==> src/rtl/icache_responder.sv <==
// icache_responder
//   Direct-mapped instruction cache sitting between the fetch port and the
//   memory/bus adapter. Each line holds one 64-bit doubleword.
//   - Hits are answered combinationally; the line data is registered onto
//     ioMem_rData at the hit edge.
//   - Misses issue one refill request on the mem_req_* port, wait for
//     mem_resp_valid, then pulse ioMem_rvalid for one cycle.
//   - The write inputs are accepted but have no effect on any state.
//
// Ports
//   clock, reset              system clock, synchronous active-high reset
//   ioMem_ren/addr            fetch request (sampled only in IDLE)
//   ioMem_wen/wMask/wData     write request (ignored)
//   ioMem_hit                 combinational hit indication
//   ioMem_rvalid/rData        registered miss-data pulse / response data
//   flush                     invalidate every line (fence.i)
//   mem_req_valid/ready/addr  refill request handshake
//   mem_resp_valid/data       refill data return
//   hit_cnt, miss_cnt         wrapping performance counters
module icache_responder #(
    parameter int ADDR_W     = 32,
    parameter int INDEX_BITS = 4,
    parameter int CNT_W      = 32
) (
    input  logic              clock,
    input  logic              reset,
    input  logic              ioMem_ren,
    input  logic [ADDR_W-1:0] ioMem_addr,
    input  logic              ioMem_wen,
    input  logic [7:0]        ioMem_wMask,
    input  logic [63:0]       ioMem_wData,
    output logic              ioMem_hit,
    output logic              ioMem_rvalid,
    output logic [63:0]       ioMem_rData,
    input  logic              flush,
    output logic              mem_req_valid,
    input  logic              mem_req_ready,
    output logic [ADDR_W-1:0] mem_req_addr,
    input  logic              mem_resp_valid,
    input  logic [63:0]       mem_resp_data,
    output logic [CNT_W-1:0]  hit_cnt,
    output logic [CNT_W-1:0]  miss_cnt
);

    localparam int LINES = 1 << INDEX_BITS;
    localparam int TAG_W = ADDR_W - 3 - INDEX_BITS;

    typedef enum logic [2:0] {
        S_IDLE = 3'b001,
        S_REQ  = 3'b010,
        S_WAIT = 3'b100
    } state_t;

    state_t              state_q, state_d;
    logic [LINES-1:0]    valid_q, valid_d;
    logic [TAG_W-1:0]    tag_arr_q  [LINES];
    logic [TAG_W-1:0]    tag_arr_d  [LINES];
    logic [63:0]         data_arr_q [LINES];
    logic [63:0]         data_arr_d [LINES];
    logic [ADDR_W-1:0]   miss_addr_q, miss_addr_d;
    // Set when a flush lands while a refill is outstanding; the returning
    // data is still delivered but must not be installed as a valid line.
    logic                flushed_q, flushed_d;
    logic [63:0]         rdata_q, rdata_d;
    logic                rvalid_q, rvalid_d;
    logic [CNT_W-1:0]    hit_cnt_q, hit_cnt_d;
    logic [CNT_W-1:0]    miss_cnt_q, miss_cnt_d;

    logic [INDEX_BITS-1:0] req_idx, miss_idx;
    logic [TAG_W-1:0]      req_tag, miss_tag;
    logic                  hit;

    assign req_idx  = ioMem_addr[3+INDEX_BITS-1:3];
    assign req_tag  = ioMem_addr[ADDR_W-1:3+INDEX_BITS];
    assign miss_idx = miss_addr_q[3+INDEX_BITS-1:3];
    assign miss_tag = miss_addr_q[ADDR_W-1:3+INDEX_BITS];

    // Flush suppresses a hit in the same cycle so the request falls into the miss path.
    assign hit = (state_q == S_IDLE) && ioMem_ren && valid_q[req_idx]
               && (tag_arr_q[req_idx] == req_tag) && !flush;

    // Write port and the always-zero offset bits carry no information.
    logic unused_ok;
    assign unused_ok = ^{ioMem_wen, ioMem_wMask, ioMem_wData, ioMem_addr[2:0]};

    always_comb begin
        state_d     = state_q;
        valid_d     = valid_q;
        tag_arr_d   = tag_arr_q;
        data_arr_d  = data_arr_q;
        miss_addr_d = miss_addr_q;
        flushed_d   = flushed_q;
        rdata_d     = rdata_q;
        rvalid_d    = 1'b0;
        hit_cnt_d   = hit_cnt_q;
        miss_cnt_d  = miss_cnt_q;

        unique case (state_q)
            S_IDLE: begin
                if (hit) begin
                    rdata_d   = data_arr_q[req_idx];
                    hit_cnt_d = hit_cnt_q + CNT_W'(1);
                end else if (ioMem_ren) begin
                    miss_addr_d = ioMem_addr;
                    miss_cnt_d  = miss_cnt_q + CNT_W'(1);
                    flushed_d   = 1'b0;
                    state_d     = S_REQ;
                end
            end
            S_REQ: begin
                if (mem_req_ready) state_d = S_WAIT;
            end
            S_WAIT: begin
                if (mem_resp_valid) begin
                    rdata_d  = mem_resp_data;
                    rvalid_d = 1'b1;
                    if (!flushed_q && !flush) begin
                        valid_d[miss_idx]    = 1'b1;
                        tag_arr_d[miss_idx]  = miss_tag;
                        data_arr_d[miss_idx] = mem_resp_data;
                    end
                    state_d = S_IDLE;
                end
            end
            default: state_d = S_IDLE;
        endcase

        // Flush overrides any install decided above.
        if (flush) begin
            valid_d = '0;
            if (state_q != S_IDLE) flushed_d = 1'b1;
        end
    end

    always_ff @(posedge clock) begin
        if (reset) begin
            state_q     <= S_IDLE;
            valid_q     <= '0;
            miss_addr_q <= '0;
            flushed_q   <= 1'b0;
            rdata_q     <= '0;
            rvalid_q    <= 1'b0;
            hit_cnt_q   <= '0;
            miss_cnt_q  <= '0;
        end else begin
            state_q     <= state_d;
            valid_q     <= valid_d;
            miss_addr_q <= miss_addr_d;
            flushed_q   <= flushed_d;
            rdata_q     <= rdata_d;
            rvalid_q    <= rvalid_d;
            hit_cnt_q   <= hit_cnt_d;
            miss_cnt_q  <= miss_cnt_d;
        end
    end

    // Line storage is never reset; the valid bits gate its use.
    always_ff @(posedge clock) begin
        tag_arr_q  <= tag_arr_d;
        data_arr_q <= data_arr_d;
    end

    assign ioMem_hit     = hit;
    assign ioMem_rvalid  = rvalid_q;
    assign ioMem_rData   = rdata_q;
    assign mem_req_valid = (state_q == S_REQ);
    assign mem_req_addr  = miss_addr_q;
    assign hit_cnt       = hit_cnt_q;
    assign miss_cnt      = miss_cnt_q;

endmodule
==> config.mk <==
export PLATFORM = sky130hd
export DESIGN_NAME = icache_responder
export DESIGN_NICKNAME = d
export VERILOG_FILES = /design/src/rtl/icache_responder.sv
export SDC_FILE = /design/constraint.sdc
export NUM_CORES = 1
export LEC_CHECK = 0
export ABC_CLOCK_PERIOD_IN_PS = 8900
export BUFFER_PORTS_ARGS = -buffer_cell sky130_fd_sc_hd__buf_2
export CORE_ASPECT_RATIO = 1.25
export CORE_UTILIZATION = 45
export DETAILED_ROUTE_END_ITERATION = 6
export MAX_ROUTING_LAYER = met4
export PLACE_DENSITY = 0.73
export SLEW_MARGIN = 20
export SYNTH_ARGS = -nofsm -noshare
export SYNTH_HDL_FRONTEND = slang
export SYNTH_SLANG_ARGS = --single-unit
==> constraint.sdc <==
create_clock -name clock -period 8.9 [get_ports clock]
set_input_delay 1.78 -clock clock [delete_from_list [all_inputs] [get_ports clock]]
set_output_delay 1.78 -clock clock [all_outputs]
set_load 0.01 [all_outputs]
==> qor.yml <==
sta:
  fin_setup_tns_ps: 0
  rsz0062_at_grt: "no"
  period_share_pct: 81.7
  fmax_mhz: 138
  fin_skew_ps: 30.2
  min_period_ps: 7270
  drv_slew: 0
  relSlewSlack_pct: 26.2
  whs_ps: 459
  setup_violations: 0
  tightest_slew_ps: 1110
  hold_viol: 0
drt:
  firstDrtPassIters: 6
  drt_iter0_drc: 3288
  viasPerCell: 5.82
  routed-via-count: 30600
  finalWirelength_um: 143000
  post-route-drc-count: 0
  postRouteAntennaNets: 0
  wl_per_cell_um: 27.2
critical_path:
  path_max_fanout: 62
  slowest_delay_ps: 560
  cp.arrival_ps: 5490
  start_kind: "primary input"
  critPathMostFrequentCell: "buf_4"
  end_kind: "primary output"
  crit_chain: "buf_8, buf_4, buf_4, mux4_2, mux2i_1, xnor2_1, nor3_1, o211ai_1, buf_4, or2_1, inv_1, buf_2"
  rrSetupSlack_ps: 4200
  r2r-end: "data_arr_q[186]$_DFFE_PP_"
  setup.worst_path.class: "in -> out"
  worst_path_max_delay_cell: "mux4_2"
  reg2reg_depth: 7
  r2r-start: "state_q[2]$_SDFFE_PP0P_"
  cp.required_ps: 7120
synthesis:
  ys_types: 62
  synth-seq-cells: 1605
  async_flop_share_pct: 0
  ys.warnings.count: 0
  synthesis.nets: 3150
  synth_seq_area_share_pct: 74.8
  syn_area_um2: 62000
  synth_edf_count: 1424
  ys.flop_type: "edfxtp_1"
  syn_inst: 2973
  synth.avg_cell_area_um2: 20.9
flow_run:
  max_cap_viol_count: 0
floorplanning:
  die_w_um: 334
  core_area_um2: 136000
  die_y_um: 417
  die_area_um2: 139000
  rows: 151
  start_util_pct: 45.5
  pin_count: 338
clocking:
  clock_path_buffers: 3
  path_clk_slew_ps: 60
  cts.sinks: 1605
  h-tree-depth: 4
  tritoncts: "done"
  clock_tree.root_cell: "clkbuf_16"
  hold_buffers: 0
  cts_buffers: 152
  clock_latency_ps: 790
  cts_setup_buffers: 0
  cts_resized: 0
global_routing:
  grt_pass1_vias: 30900
  grt_max_degree: 129
  antenna_found_initial: 28
  grt_pass1_wl_um: 209000
  grt_use_total_pct: 21.3
  grt.overflow.total: 0
hold_path:
  hp-class: "reg -> reg"
  holdPathStages: 1
  hold_end: "valid_q[4]$_SDFFE_PP0P_"
  hp-start: "valid_q[4]$_SDFFE_PP0P_"
place:
  port-buffer-count: 264
  post-dp-hpwl_um: 72500
  place.gp.congestion: 0.796
outcome:
  status: "completed"
cells_and_area:
  ff_latch_area_um2: 46400
  nNetsFinal: 3451
  drive_gt1_share_pct: 29.0
  multi_input_area_um2: 14900
  fill_cells: 10500
  area_growth_pct: 13.8
pwr:
  vdd_drop_max_mv: 0.179
  p_leak_nw: 22.9
  powerDensity_nw_per_um2: 218
-- stage by stage --
step | setup WS (ps) | power (mW) | util [%] | area, um^2 | std cells
6_report | 1630 | 15.4 | 51.8 | 70600 | 5260
5_1_grt | 1250 | 15.8 | 51.8 | 70600 | 5256
4_1_cts | 1500 | 15.5 | 51.8 | 70500 | 5241
3_5_place_dp | 1480 | 9.04 | 48.1 | 65500 | 4956
3_3_place_gp | 1500 | 9.03 | 48.1 | 65500 | 4956
2_1_floorplan | 1960 | 8.81 | - | 62100 | 2973
-- logic make-up after synthesis --
group | after synthesis | synth area share [%]
AOI/OAI and AO/OA | 211 | 2.31
xor gates and xnor gates | 53 | 0.748
adders and majority gates | 2 | 0.0403
buffers and inverters | 187 | 1.51
DFF | 1605 | 74.8
muxes | 579 | 17.9
and+or+nand+nor | 336 | 2.74
-- metal layers --
layer	wire [um]	vias to the layer above	GRT usage (%)
li1	-	13000	-
met1	57200	16200	28.0
met2	71400	1249	34.2
met3	11600	201	4.29
met4	2920	0	5.20
met5	0	-	-
-- worst max-delay path by stage --
stage / slack [ps] / cells after the start / from / end
finish: 1630 / 12 / ioMem_addr[3] / ioMem_hit
global route: 1250 / 12 / ioMem_addr[3] / ioMem_hit
floorplan: 1960 / 4 / mem_resp_valid / data_arr_q[192]$_DFFE_PP_
detailed placement: 1480 / 12 / ioMem_addr[3] / ioMem_hit
CTS: 1500 / 12 / ioMem_addr[3] / ioMem_hit
global placement: 1500 / 12 / ioMem_addr[3] / ioMem_hit
-- cell usage after synthesis (16+ instances only) --
library cell,count,area share (%)
o21a_1,16,0.19
clkbuf_1,92,0.56
a21oi_1,53,0.43
buf_2,19,0.15
mux4_2,410,15
nand3_1,22,0.18
edfxtp_1,1424,69
o31ai_1,21,0.25
and3_1,17,0.17
buf_1,32,0.19
mux2i_1,157,2.5
or4_1,21,0.25
nand2_1,30,0.18
nor2_1,148,0.90
inv_1,16,0.097
xor2_1,25,0.35
nand4_1,18,0.18
or3_1,16,0.16
dfxtp_1,181,5.8
xnor2_1,28,0.40
a211oi_1,65,0.79
o21ai_0,21,0.17
-- power by group --
part | switching (mW) | internal, mW | total [mW] | leakage, nW
Combinational | 0.352 | 0.271 | 0.623 | 5.88
Clock | 2.80 | 3.71 | 6.51 | 2.46
Sequential | 0.0444 | 8.21 | 8.25 | 14.5
Total | 3.19 | 12.2 | 15.4 | 22.9
-- worst max-delay path, delay by kind of cell --
kind	cells	cell delay, ps
simple gates	2	670
xor+xnor	1	90
mux	2	770
compound gates	1	170
buf+inv	6	1910
-- cells in the final DEF (no fill, tap or decap), drive strengths merged, types with 6 or more instances in the layout --
cell type	synthesis	final
a211oi	65	65
a21bo	6	6
a21oi	53	53
and3	17	17
buf	77	315
bufinv	0	14
clkbuf	92	201
clkinv	0	61
dfxtp	181	181
diode	0	19
edfxtp	1424	1424
inv	18	25
mux2i	157	157
mux4	420	420
nand2	30	30
nand2b	7	7
nand3	22	22
nand3b	8	8
nand4	18	18
nor2	148	148
nor2b	6	6
nor3	15	15
nor4	8	8
o211ai	9	9
o21a	16	16
o21ai	23	23
o31ai	21	21
or3	16	16
or4	21	21
xnor2	28	28
xor2	25	25
-- area by class of cell --
class / count / area share (%)
diodes: 19 / 0.0674
clock buffers: 200 / 5.85
clock inverters: 85 / 1.29
inverters: 18 / 0.103
multi-input cells: 1181 / 21.1
flip-flops and latches: 1605 / 65.7
well taps: 1836 / 3.25
repair buffers: 316 / 2.65
-- registers in the layout (all words and copies together), names as in the netlist --
register and cells:
ioMem_rData 64, ioMem_rvalid 1, valid_q 16, mem_req_addr 32, hit_cnt 32, tag_arr_q 400
miss_cnt 32, flushed_q 1, state_q 3, data_arr_q 1024
Power figures use the tool's default switching activity.
